<file path="src/rtl/regfile_pkg.sv">
// Shared constants and types for the bypassed, scoreboarded register file.
package regfile_pkg;

    localparam int DATA_W_DEF = 16;
    localparam int DEPTH_DEF  = 16;
    localparam int SEL_W_DEF  = $clog2(DEPTH_DEF);
    localparam int REG_ZERO   = 0;

    typedef logic [SEL_W_DEF-1:0] reg_sel_t;

endpackage

</file>
<file path="src/rtl/regfile_scoreboard.sv">
// Per-register pending bits with mark-over-write priority and registered busy lookups.
module regfile_scoreboard
    import regfile_pkg::*;
#(
    parameter int DEPTH    = DEPTH_DEF,
    parameter int ZERO_REG = 0,
    parameter int SEL_W    = $clog2(DEPTH)
) (
    input  logic             i_clock,
    input  logic             i_reset_n,
    input  logic             i_write_en,
    input  logic [SEL_W-1:0] i_write_sel,
    input  logic             i_mark_en,
    input  logic [SEL_W-1:0] i_mark_sel,
    input  logic             i_read_en,
    input  logic [SEL_W-1:0] i_sel_a,
    input  logic [SEL_W-1:0] i_sel_b,
    output logic [DEPTH-1:0] o_pending,
    output logic             o_busy_a,
    output logic             o_busy_b
);

    logic [DEPTH-1:0] r_pending;
    logic [DEPTH-1:0] w_pending_nxt;
    logic             r_busy_a;
    logic             r_busy_b;

    // Clear first, then set: a new producer issued alongside a writeback keeps the bit.
    always_comb begin
        w_pending_nxt = r_pending;
        if (i_write_en) w_pending_nxt[i_write_sel] = 1'b0;
        if (i_mark_en)  w_pending_nxt[i_mark_sel]  = 1'b1;
        if (ZERO_REG != 0) w_pending_nxt[REG_ZERO] = 1'b0;
    end

    always_ff @(posedge i_clock or negedge i_reset_n) begin
        if (!i_reset_n) begin
            r_pending <= '0;
            r_busy_a  <= 1'b0;
            r_busy_b  <= 1'b0;
        end else begin
            r_pending <= w_pending_nxt;
            if (i_read_en) begin
                r_busy_a <= w_pending_nxt[i_sel_a];
                r_busy_b <= w_pending_nxt[i_sel_b];
            end
        end
    end

    assign o_pending = r_pending;
    assign o_busy_a  = r_busy_a;
    assign o_busy_b  = r_busy_b;

endmodule

</file>
<file path="src/rtl/regfile_bypass_sb.sv">
// Two-read/one-write register file with write-first bypass and a pending scoreboard
// so decode can stall on in-flight multi-cycle results.
module regfile_bypass_sb
    import regfile_pkg::*;
#(
    parameter int DATA_W   = DATA_W_DEF,
    parameter int DEPTH    = DEPTH_DEF,
    parameter int SEL_W    = $clog2(DEPTH),
    parameter int ZERO_REG = 0
) (
    input  logic              Clock,
    input  logic              Reset,
    input  logic              WriteEnable,
    input  logic [SEL_W-1:0]  SelectInput,
    input  logic [DATA_W-1:0] In,
    input  logic              ReadEnable,
    input  logic [SEL_W-1:0]  SelectA,
    input  logic [SEL_W-1:0]  SelectB,
    input  logic              MarkEnable,
    input  logic [SEL_W-1:0]  MarkSelect,
    output logic [DATA_W-1:0] A,
    output logic [DATA_W-1:0] B,
    output logic              ABusy,
    output logic              BBusy,
    output logic [DEPTH-1:0]  PendingVec
);

    logic [DATA_W-1:0] r_regs [DEPTH];
    logic [DATA_W-1:0] r_a;
    logic [DATA_W-1:0] r_b;
    logic              w_wr_ok;
    logic              w_hit_a;
    logic              w_hit_b;

    // A suppressed register-0 write neither lands nor bypasses; R0 stays at its reset 0.
    assign w_wr_ok = WriteEnable && !((ZERO_REG != 0) && (SelectInput == SEL_W'(REG_ZERO)));
    assign w_hit_a = w_wr_ok && (SelectInput == SelectA);
    assign w_hit_b = w_wr_ok && (SelectInput == SelectB);

    always_ff @(posedge Clock or negedge Reset) begin
        if (!Reset) begin
            for (int i = 0; i < DEPTH; i++) r_regs[i] <= '0;
        end else if (w_wr_ok) begin
            r_regs[SelectInput] <= In;
        end
    end

    always_ff @(posedge Clock or negedge Reset) begin
        if (!Reset) begin
            r_a <= '0;
            r_b <= '0;
        end else if (ReadEnable) begin
            r_a <= w_hit_a ? In : r_regs[SelectA];
            r_b <= w_hit_b ? In : r_regs[SelectB];
        end
    end

    regfile_scoreboard #(
        .DEPTH    (DEPTH),
        .ZERO_REG (ZERO_REG),
        .SEL_W    (SEL_W)
    ) u_scoreboard (
        .i_clock     (Clock),
        .i_reset_n   (Reset),
        .i_write_en  (WriteEnable),
        .i_write_sel (SelectInput),
        .i_mark_en   (MarkEnable),
        .i_mark_sel  (MarkSelect),
        .i_read_en   (ReadEnable),
        .i_sel_a     (SelectA),
        .i_sel_b     (SelectB),
        .o_pending   (PendingVec),
        .o_busy_a    (ABusy),
        .o_busy_b    (BBusy)
    );

    assign A = r_a;
    assign B = r_b;

endmodule
</file>
<file path="config.mk">
export PLATFORM = sky130hd
export DESIGN_NAME = regfile_bypass_sb
export DESIGN_NICKNAME = d
export VERILOG_FILES = /design/src/rtl/regfile_pkg.sv /design/src/rtl/regfile_scoreboard.sv /design/src/rtl/regfile_bypass_sb.sv
export SDC_FILE = /design/constraint.sdc
export NUM_CORES = 1
export LEC_CHECK = 0
export CAP_MARGIN = 5
export CORE_MARGIN = 4
export CORE_UTILIZATION = 55
export DETAILED_ROUTE_END_ITERATION = 8
export GPL_TIMING_DRIVEN = 0
export PLACE_DENSITY_LB_ADDON = 0.3
export RECOVER_POWER = 50
export SYNTH_ARGS = -nofsm -noshare
export SYNTH_HDL_FRONTEND = slang
export SYNTH_SLANG_ARGS = --single-unit
</file>
<file path="constraint.sdc">
create_clock -name Clock -period 1.7 [get_ports Clock]
set_input_delay 0.17 -clock Clock [delete_from_list [all_inputs] [get_ports Clock]]
set_output_delay 0.17 -clock Clock [all_outputs]
set_load 0.02 [all_outputs]
</file>
Yosys cells after proc, flatten, opt, wreduce, memory -nomap -nowiden
Cells that the tools add are included.
{"block": "classes", "n_bitwise": 6, "reduce_logical": 5, "n_mux": 21, "order_cmp": 10, "eq_ne": 2}
{"operator": "bitwise mux 256 bit", "count": 1}
{"operator": "two-way mux 16 bit", "count": 9}
{"operator": "binary-select mux 16 bit (select 4 bit)", "count": 2}
{"operator": "demux 16 bit (select 4 bit)", "count": 1}
{"operator": "< comparator 4 x 5 -> 1 bit, second input constant", "count": 4}
{"operator": "bitwise AND 16 bit", "count": 1}
{"operator": "inverter 16 bit", "count": 1}
{"operator": "OR 16 bit", "count": 1}
{"operator": ">= comparator 5 bit, second input constant", "count": 3}
{"operator": "inverter 4 -> 5 bit", "count": 3}
{"operator": "binary-select mux 1 bit (select 4 bit)", "count": 2}
{"operator": "demux 1 bit (select 4 bit)", "count": 2}
{"operator": "== test 4 bit", "count": 2}
{"operator": ">= comparator 4 x 1 -> 1 bit, second input constant", "count": 2}
{"operator": "logical AND 1 bit", "count": 5}
{"operator": "< comparator 5 x 1 -> 1 bit, second input constant", "count": 1}
{"operator": "two-way mux 1 bit", "count": 4}
{"block": "totals", "output_inout_bits": 50, "register_bits": 306, "input_bits": 37}

Longest topological paths before layout
Gate-level depths: netlist of the first run.
{"block": "depth", "ltp_word": 11, "ltp_mapped": 9, "mapped_depth_nobuf": 6}

Modules after synthesis
From an unflattened synthesis of the first run, not the netlist that was laid out.
{"block": "unflattened", "hier_cells": 1183, "area_unflattened_um2": 16380.7}
{"module": "regfile_bypass_sb", "seq_area_each_um2": 7206.9, "n_inst": 1, "area_per_inst_um2": 15187.1, "cells_per_inst": 1044}
{"module": "regfile_scoreboard", "seq_area_each_um2": 450.4, "n_inst": 1, "area_per_inst_um2": 1193.6, "cells_per_inst": 139}

Least setup slack after synthesis of the first run
Ideal clock, no wire load.
{"block": "synth_timing", "path_kind": "input-to-reg", "from": "in SelectA[0]", "to": "reg r_a[0], in the netlist A[0]", "cell_stages": 7, "required_time_ps": 1574, "t_arrival_ps": 1766, "slack_ps": -192, "cell_sequence": "buf_2 -> buf_4 -> buf_2 -> mux4_2 -> nand2_1 -> a31oi_1 -> a221o_1"}
{"block": "synth_via", "elab_chain_cells": 5}
{"element": "start: declaration", "line_no": "regfile_bypass_sb.sv:17", "text": "input logic [SEL_W-1:0] SelectA,"}
{"element": "inverter 4 -> 5 bit (implied by the code)", "line_no": "regfile_bypass_sb.sv:53", "text": "r_a <= w_hit_a ? In : r_regs[SelectA];"}
{"element": "binary-select mux 16 bit (select 4 bit)", "line_no": "regfile_bypass_sb.sv:53"}
{"element": "two-way mux 16 bit (implied by the code) (2 in a row)", "line_no": "regfile_bypass_sb.sv:53"}
{"element": "two-way mux 16 bit (*)", "line_no": "regfile_bypass_sb.sv:53"}
{"element": "end signal: assignment", "line_no": "regfile_bypass_sb.sv:53"}
{"element": "end: declaration", "line_no": "regfile_bypass_sb.sv:29", "text": "logic [DATA_W-1:0] r_a;"}
Every way passes the cells marked *; elsewhere a longest branch is shown, timed or not. The select of a mux whose other input is x is not followed.
A chain may end at the register's enable or synchronous reset.

Worst setup path after layout of the first run
{"block": "layout_timing", "from": "reg r_regs[205] (netlist bit)", "to": "reg r_a[13], in the netlist A[13]"}
{"block": "layout_via", "elab_chain_cells": 4}
{"element": "start: declaration", "line_no": "regfile_bypass_sb.sv:28", "text": "logic [DATA_W-1:0] r_regs [DEPTH];"}
{"element": "start signal: indexed assignment", "line_no": "regfile_bypass_sb.sv:44", "text": "r_regs[SelectInput] <= In;"}
{"element": "binary-select mux 16 bit (select 4 bit)", "line_no": "regfile_bypass_sb.sv:53"}
{"element": "two-way mux 16 bit (implied by the code) (2 in a row)", "line_no": "regfile_bypass_sb.sv:53"}
{"element": "two-way mux 16 bit", "line_no": "regfile_bypass_sb.sv:53"}
Every way passes these cells. The select of a mux whose other input is x is not followed.

==> summary.txt, run 1 <==
Setup path
  • Worst EP required: ~2100 ps
  • Reg-to-reg endpoint: A[13]$_DFFE_PN0P_
  • Worst Path Buf+Inv: 0
  • CP cell instances: mux4_2 -> nor2b_4 -> a211oi_4 -> a31oi_2 -> a221o_1
  • Critical Path Slowest Stage Cell: mux4_2
  • Crit. End Element: flop
  • CP max stage delay: between 400 and 500 ps
  • Crit path launch type: flop
  • Critical path endpoint: A[13]$_DFFE_PN0P_
  • Critical path arrival: 2270 ps
  • R2r worst-path depth: 5
  • R2r setup slk: -190 ps
  • CP top delay family: compound AO/OA/AOI/OAI gates
  • Crit Path Class: reg -> reg
  • CP startpoint: r_regs[205]$_DFFE_PN0P_
  • R2r startpoint: r_regs[205]$_DFFE_PN0P_
  • Levels on crit path: 5
  • Largest fanout on the critical path: 3

Power and ir drop
  • Leak: 8.29 nW
  • Clock share of power: 0.315
  • PnR Total Power: between 20 and 25 mW
  • Power Density: 1230 nW/µm²
  • Part of the power in combinational logic: 0.257
  • Switching Fraction: 0.282
  • Pint: 17.1 mW
  • Sequential Power Share: 0.429
  • NetSw: 6.71 mW
  • Peak supply drop: 0.619 mV

Layout
  • Area growth syn-to-layout: 18.5%
  • Share of layout cells above drive strength 1: 0.461
  • Multi-input gate area: 8410 µm²
  • Register Area: approximately 7700 µm²
  • Fin util: 0.666
  • Inserted Diodes: 0
  • Final cell area excluding filler cells: 19300 µm²
  • Nets: between 1000 and 1500
  • Filler cell count: 2106

Synthesis
  • Adder-cell share of the synthesized area: 0
  • Post-Synth Simple-Gate Area: 0.0552
  • Mean Syn Cell Area: 14.3 µm²
  • Post-synthesis compound-gate area fraction: 0.0578
  • Synth top area share: 0.470
  • Post-synth top cells: dfrtp_1 (306), mux2_2 (273), mux4_2 (129), nand2_1 (75), clkbuf_1 (56)
  • Post-synthesis xor/xnor area fraction: 0.00483
  • Leading area contributor after synthesis: dfrtp_1
  • Largest family of logic cells by synthesized area: multiplexers
  • Post-synth ARST share: 1.00
  • Mux share of post-synthesis cell area: 0.378
  • Synth Flop Type: dfrtp_1
  • Post-synth EDFFs: 0
  • Mapped Area: 16300 µm²
  • Leading post-synthesis cells by cell area: dfrtp_1 (47%), mux2_2 (19%), mux4_2 (18%)
  • Syn nets: 1176
  • Flops & latches, synth: 306
  • Post-synthesis sequential area ratio: 0.470
  • Most common cell in the netlist: dfrtp_1
  • Unique cell type count in the Yosys netlist: 52
  • Synth Instances: 1139
  • Synthesis Warnings: 0

Global route
  • Overflow after GRT: 0
  • Largest net degree at the start of global routing: 95
  • First-pass GRT wire length: around 70 mm
  • Initial antenna violation count: 0
  • Total GRT Usage: 0.289
  • Vias in the first global route: 11900

Clock tree
  • Clk root buf: clkbuf_16
  • CTS sink count: roughly 310
  • CTS H-Tree Depth: 2
  • CTS Buf Count: 35
  • CTS tree: yes
  • Maximum clock path buffer count: 3
  • Clock-pin slew on the worst setup and hold paths: 60 ps
  • Skew-Pair Late Insertion Delay: 510 ps

STA
  • Worst Max-Slew Pin Slew: 919 ps
  • Max Clk Rate: ~0.53 GHz
  • Pins Over Slew Limit: 0
  • Final setup viols: between 90 and 100
  • Setup repair after global routing missed its margin: yes
  • Final hold vios: 0
  • Min Tclk post-route: between 1500 and 2000 ps
  • Slew margin rel.: 0.387
  • Clock skew: 12.4 ps
  • Worst Hold Slack: 127 ps
  • Worst setup margin: -187 ps
  • TNS Setup: -7680 ps
  • Fin crit share: 1.11

Drt
  • DRT antenna net count: 0
  • Drt via density: 6.77
  • Wire length per cell: approximately 28 µm
  • Drt drc: 0
  • Via count: between 10000 and 15000
  • Post-Route WL: 47.3 mm
  • 1st-iter DRT viols: around 1200
  • First-pass iteration count of the detailed router: 5

Outcome
  • Status: finished with violations
  • Failing checks: setup timing

Floorplan
  • Width of the die: 180 µm
  • Starting density of the core: 0.562
  • Cell Rows: 62
  • Area of the core: a little under 30000 µm²
  • IO Pins: 87
  • Die height: 180 µm
  • Die ar.: 32500 µm²

Worst hold path
  • Classification of the worst-slack hold path: in -> reg
  • Hold path startpoint: MarkSelect[2]

Run
  • Max Cap Violations: 0

Placed design
  • Hpwl dp: 33.0 mm
  • Gpl congestion: 0.956
  • Port bufs: 75
  • Placed Area: 17800 µm²
-- power groups by stage --
stage	sequential (mW)	clock, mW	combinational [mW]
CTS	10.1	7.56	5.99
detailed placement	10.3	0	5.85
finish	10.2	7.49	6.11
global route	10.4	7.89	6.47
floorplan	10.1	0	3.85
global placement	10.1	0	5.66
-- worst reg2reg max path, cell delays in order, from the launching register on --
cell,delay (ps)
dfrtp_1,380
mux4_2,490
nor2b_4,150
a211oi_4,320
a31oi_2,80
a221o_1,340
-- worst min-delay path by stage --
stage / end / slack [ps] / depth (start not counted)
2_1_floorplan: A[0]$_DFFE_PN0P_ / -130 / 0
3_3_place_gp: r_regs[221]$_DFFE_PN0P_ / 500 / 1
3_5_place_dp: r_regs[178]$_DFFE_PN0P_ / 130 / 1
4_1_cts: r_regs[178]$_DFFE_PN0P_ / 190 / 2
5_1_grt: u_scoreboard.o_pending[7]$_DFF_PN0_ / 140 / 3
6_report: u_scoreboard.o_pending[11]$_DFF_PN0_ / 130 / 2
-- layout by cell type (no fill, tap or decap), drive strengths merged, types with 3 or more instances in the layout --
| cell | n |
|---|---|
| dfrtp | 306 |
| mux2 | 273 |
| mux4 | 129 |
| clkbuf | 115 |
| nand2 | 75 |
| buf | 59 |
| clkdlybuf4s50 | 44 |
| a221o | 32 |
| nor2b | 21 |
| mux2i | 18 |
| a31oi | 17 |
| a211oi | 17 |
| nor2 | 17 |
| o211a | 16 |
| and2 | 16 |
| dlygate4sd2 | 14 |
| o21ai | 13 |
| dlymetal6s2s | 13 |
| xor2 | 9 |
| nand3 | 9 |
| nand2b | 6 |
| nand4 | 5 |
| nor3b | 5 |
| and3 | 4 |
| nor4 | 4 |
| inv | 4 |
| or2 | 4 |
| a22o | 3 |
| nor3 | 3 |
| o22ai | 3 |
| dlygate4sd3 | 3 |
| a21oi | 3 |
-- per-layer routing --
metal	wire, µm	GRT usage	up-vias	part of all wire
li1	-	-	4623	-
met1	18800	0.400	5901	0.40
met5	0	0	-	0
met3	4310	0.0690	140	0.091
met2	22100	0.445	637	0.47
met4	2050	0.121	0	0.043
-- flip-flops by register name, summed over array words and instances, names as in the netlist --
signal / cells
r_regs: 256
A: 16
B: 16
u_scoreboard.o_pending: 16
u_scoreboard.o_busy_a: 1
u_scoreboard.o_busy_b: 1
-- timing repair --
action / in CTS / in global routing
pin swaps: 12 / 8
gates resized for setup: 82 / 45
hold buffers: 1 / 0
setup endpoints to repair: 246 / 75
setup buffers: 5 / 6
hold endpoints to repair: 52 / 0
-- stage by stage --
step                      cells  worst slack [ps]
after floorplan            1139             -39.4
after global placement     1598            -12800
after detailed placement   1601             -1260
after CTS                  1663              -150
after global routing       1669              -207
final                      1669              -187
-- kinds of logic (layout without fill, tap and decap cells) --
logic type	Yosys count	in the layout
compound gates	116	116
xor+xnor	9	9
buf+inv	112	258
flops	306	306
mux	420	420
simple gates	176	176
-- cell type report --
class | instances | share of cell area
clock buffer | 54 | 0.0554
buffer | 105 | 0.0369
multi-input combinational | 721 | 0.435
sequential | 306 | 0.396
clock inverter | 4 | 0.00363
tap | 384 | 0.0249
inverter | 5 | 0.00130
timing repair buffer | 90 | 0.0464
(Power assumes the default switching activity.)
==> run 2, diff against run 1 <==
--- a/config.mk
+++ b/config.mk
@@ -7,11 +7,12 @@
 export LEC_CHECK = 0
 export CAP_MARGIN = 5
 export CORE_MARGIN = 4
-export CORE_UTILIZATION = 55
+export CORE_UTILIZATION = 61
 export DETAILED_ROUTE_END_ITERATION = 8
 export GPL_TIMING_DRIVEN = 0
 export PLACE_DENSITY_LB_ADDON = 0.3
 export RECOVER_POWER = 50
+export SLEW_MARGIN = 10
 export SYNTH_ARGS = -nofsm -noshare
 export SYNTH_HDL_FRONTEND = slang
 export SYNTH_SLANG_ARGS = --single-unit
==> constraint.sdc (replaced) <==
create_clock -name Clock -period 2.1 [get_ports Clock]
set_input_delay 0.21 -clock Clock [delete_from_list [all_inputs] [get_ports Clock]]
set_output_delay 0.21 -clock Clock [all_outputs]
set_load 0.02 [all_outputs]
==> summary.txt, run 2 (synthesis results as in run 1) <==
Power and ir drop
  • PnR Total Power: 19.0 mW
  • Leak: 7.90 nW
  • Peak supply drop: 0.541 mV
  • Power Density: between 1000 and 1500 nW/µm²

Clock tree
  • Clock-pin slew on the worst setup and hold paths: ~60 ps
  • Post-CTS Repair Setup Buffers: 0
  • Skew-Pair Late Insertion Delay: 520 ps
  • Maximum clock path buffer count: 3
  • CTS Buf Count: 35
  • CTS tree: yes
  • CTS sink count: 306
  • Clk root buf: clkbuf_16
  • CTS H-Tree Depth: 2

Placed design
  • Hpwl dp: 32.3 mm
  • Port bufs: 75
  • Pre-CTS WS: -766 ps
  • Placed Area: between 15000 and 20000 µm²
  • Gpl congestion: 0.890

STA
  • Setup repair after global routing missed its margin: no
  • Final hold vios: 0
  • Fin crit share: 1.00
  • Slew margin rel.: 0.358
  • Pins Over Slew Limit: 0
  • Final setup viols: 6
  • Max Clk Rate: roughly 0.48 GHz
  • Worst Hold Slack: between 200 and 300 ps
  • Min Tclk post-route: 2100 ps
  • Worst setup margin: -4.64 ps
  • Worst Max-Slew Pin Slew: ~960 ps
  • Clock skew: about 8.9 ps

Floorplan
  • IO Pins: 87
  • Die ar.: 29400 µm²
  • Starting density of the core: 0.622
  • Cell Rows: 59
  • Area of the core: roughly 26000 µm²
  • Die height: about 170 µm
  • Width of the die: 171 µm

Layout
  • Final cell area excluding filler cells: 18700 µm²
  • Commonest non-fill, non-tap cell in the layout: dfrtp_1
  • Max reg flops: 256
  • Multi-input gate area: 8140 µm²
  • Share of layout cells above drive strength 1: 0.424
  • Nets: about 1300
  • Most flops, register: r_regs
  • Area growth syn-to-layout: 14.9%
  • Fin util: 0.715
  • Register Area: roughly 7700 µm²
  • Filler cell count: 1693
  • Most frequent cells in the layout: dfrtp_1 (306), mux2_2 (273), mux4_2 (129)

Setup path
  • Reg-to-reg endpoint: A[3]$_DFFE_PN0P_
  • Worst EP required: 2500 ps
  • R2r setup slk: -5 ps
  • Critical path arrival: 2500 ps
  • Crit Path Class: in -> reg
  • Largest fanout on the critical path: 10
  • Crit path launch type: primary input
  • R2r startpoint: r_regs[195]$_DFFE_PN0P_
  • Crit. End Element: flop
  • R2r worst-path depth: 5

Global route
  • Largest net degree at the start of global routing: 114
  • Vias in the first global route: 11600
  • First-pass GRT wire length: 70.3 mm
  • Total GRT Usage: 0.320
  • Overflow after GRT: 0
  • Initial antenna violation count: 1

Worst hold path
  • Hold path startpoint: SelectInput[0]
  • Hold EP: u_scoreboard.o_pending[7]$_DFF_PN0_
  • Classification of the worst-slack hold path: in -> reg
  • Hold path cells: 4

Drt
  • DRT antenna net count: 0
  • 1st-iter DRT viols: approximately 1500
  • Drt via density: between 7 and 8
  • Wire length per cell: 28.6 µm
  • Via count: 11300
  • First-pass iteration count of the detailed router: 5
  • Post-Route WL: 46.2 mm
  • Drt drc: 0

Outcome
  • Status: finished with violations
  • Failing checks: setup timing

Run
  • Max Cap Violations: 0
run 2: changes by cell type in the layout (fill, tap and decap cells not counted), moves of 11 or more:
cell / before / now
clkbuf_1: 47 / 58
clkdlybuf4s50_1: 44 / 66
dlygate4sd2_1: 14 / 0
dlymetal6s2s_1: 13 / 0
run 2: report_power, final:
group / switching (mW) / internal, mW / leakage [nW] / total (mW)
clock: 2.46 / 3.56 / 0.555 / 6.02
combinational: 2.02 / 2.75 / 3.59 / 4.76
sequential: 0.996 / 7.26 / 3.75 / 8.25
total: 5.47 / 13.6 / 7.90 / 19.0
run 2: how the worst max path moves through the flow:
stage,from,end,slack (ps),cells after the start
after global routing,SelectInput[3],r_regs[168]$_DFFE_PN0P_,5,5
final,SelectInput[1],r_regs[57]$_DFFE_PN0P_,-5,6
after detailed placement,SelectB[1],B[11]$_DFFE_PN0P_,-770,7
after floorplan,SelectA[0],A[0]$_DFFE_PN0P_,170,7
after CTS,SelectInput[1],r_regs[75]$_DFFE_PN0P_,-190,5
after global placement,Reset,r_regs[235]$_DFFE_PN0P_,-12380,1
run 2: final cells by class:
cell class,count,area share
inverter,5,0.00114
antenna,1,0.000134
multi-input combinational,721,0.435
timing repair buffer,78,0.0435
buffer,107,0.0297
clock buffer,52,0.0556
tap,335,0.0224
sequential,306,0.409
clock inverter,10,0.00414
run 2: worst max-delay path, stage by stage:
cell and delay, ps:
clkbuf_1 360, or2_0 480, or2_2 200, clkbuf_1 460
buf_2 410, mux2_2 380
run 2: routing by layer:
layer | vias to the layer above | wire length [µm] | track usage | share of wire
met5 | - | 0 | 0 | 0
met4 | 0 | 1680 | 0.113 | 0.036
met3 | 133 | 4620 | 0.0777 | 0.10
met2 | 677 | 21800 | 0.494 | 0.47
met1 | 5898 | 18100 | 0.452 | 0.39
li1 | 4599 | - | - | -
run 2: metrics by stage:
| stage | std cells | setup TNS, ps |
|---|---|---|
| after CTS | 1614 | -3410 |
| after global placement | 1549 | -3884690 |
| after floorplan | 1139 | 0 |
| final | 1615 | -20.1 |
| after global routing | 1615 | 0 |
| after detailed placement | 1551 | -115030 |
run 2: what timing repair did:
item                                    CTS  global route
gates resized for setup                  18            26
endpoints found under the setup margin   90            88
hold endpoints to repair                 99             0
hold buffers                              1             0
gates cloned                              0             0
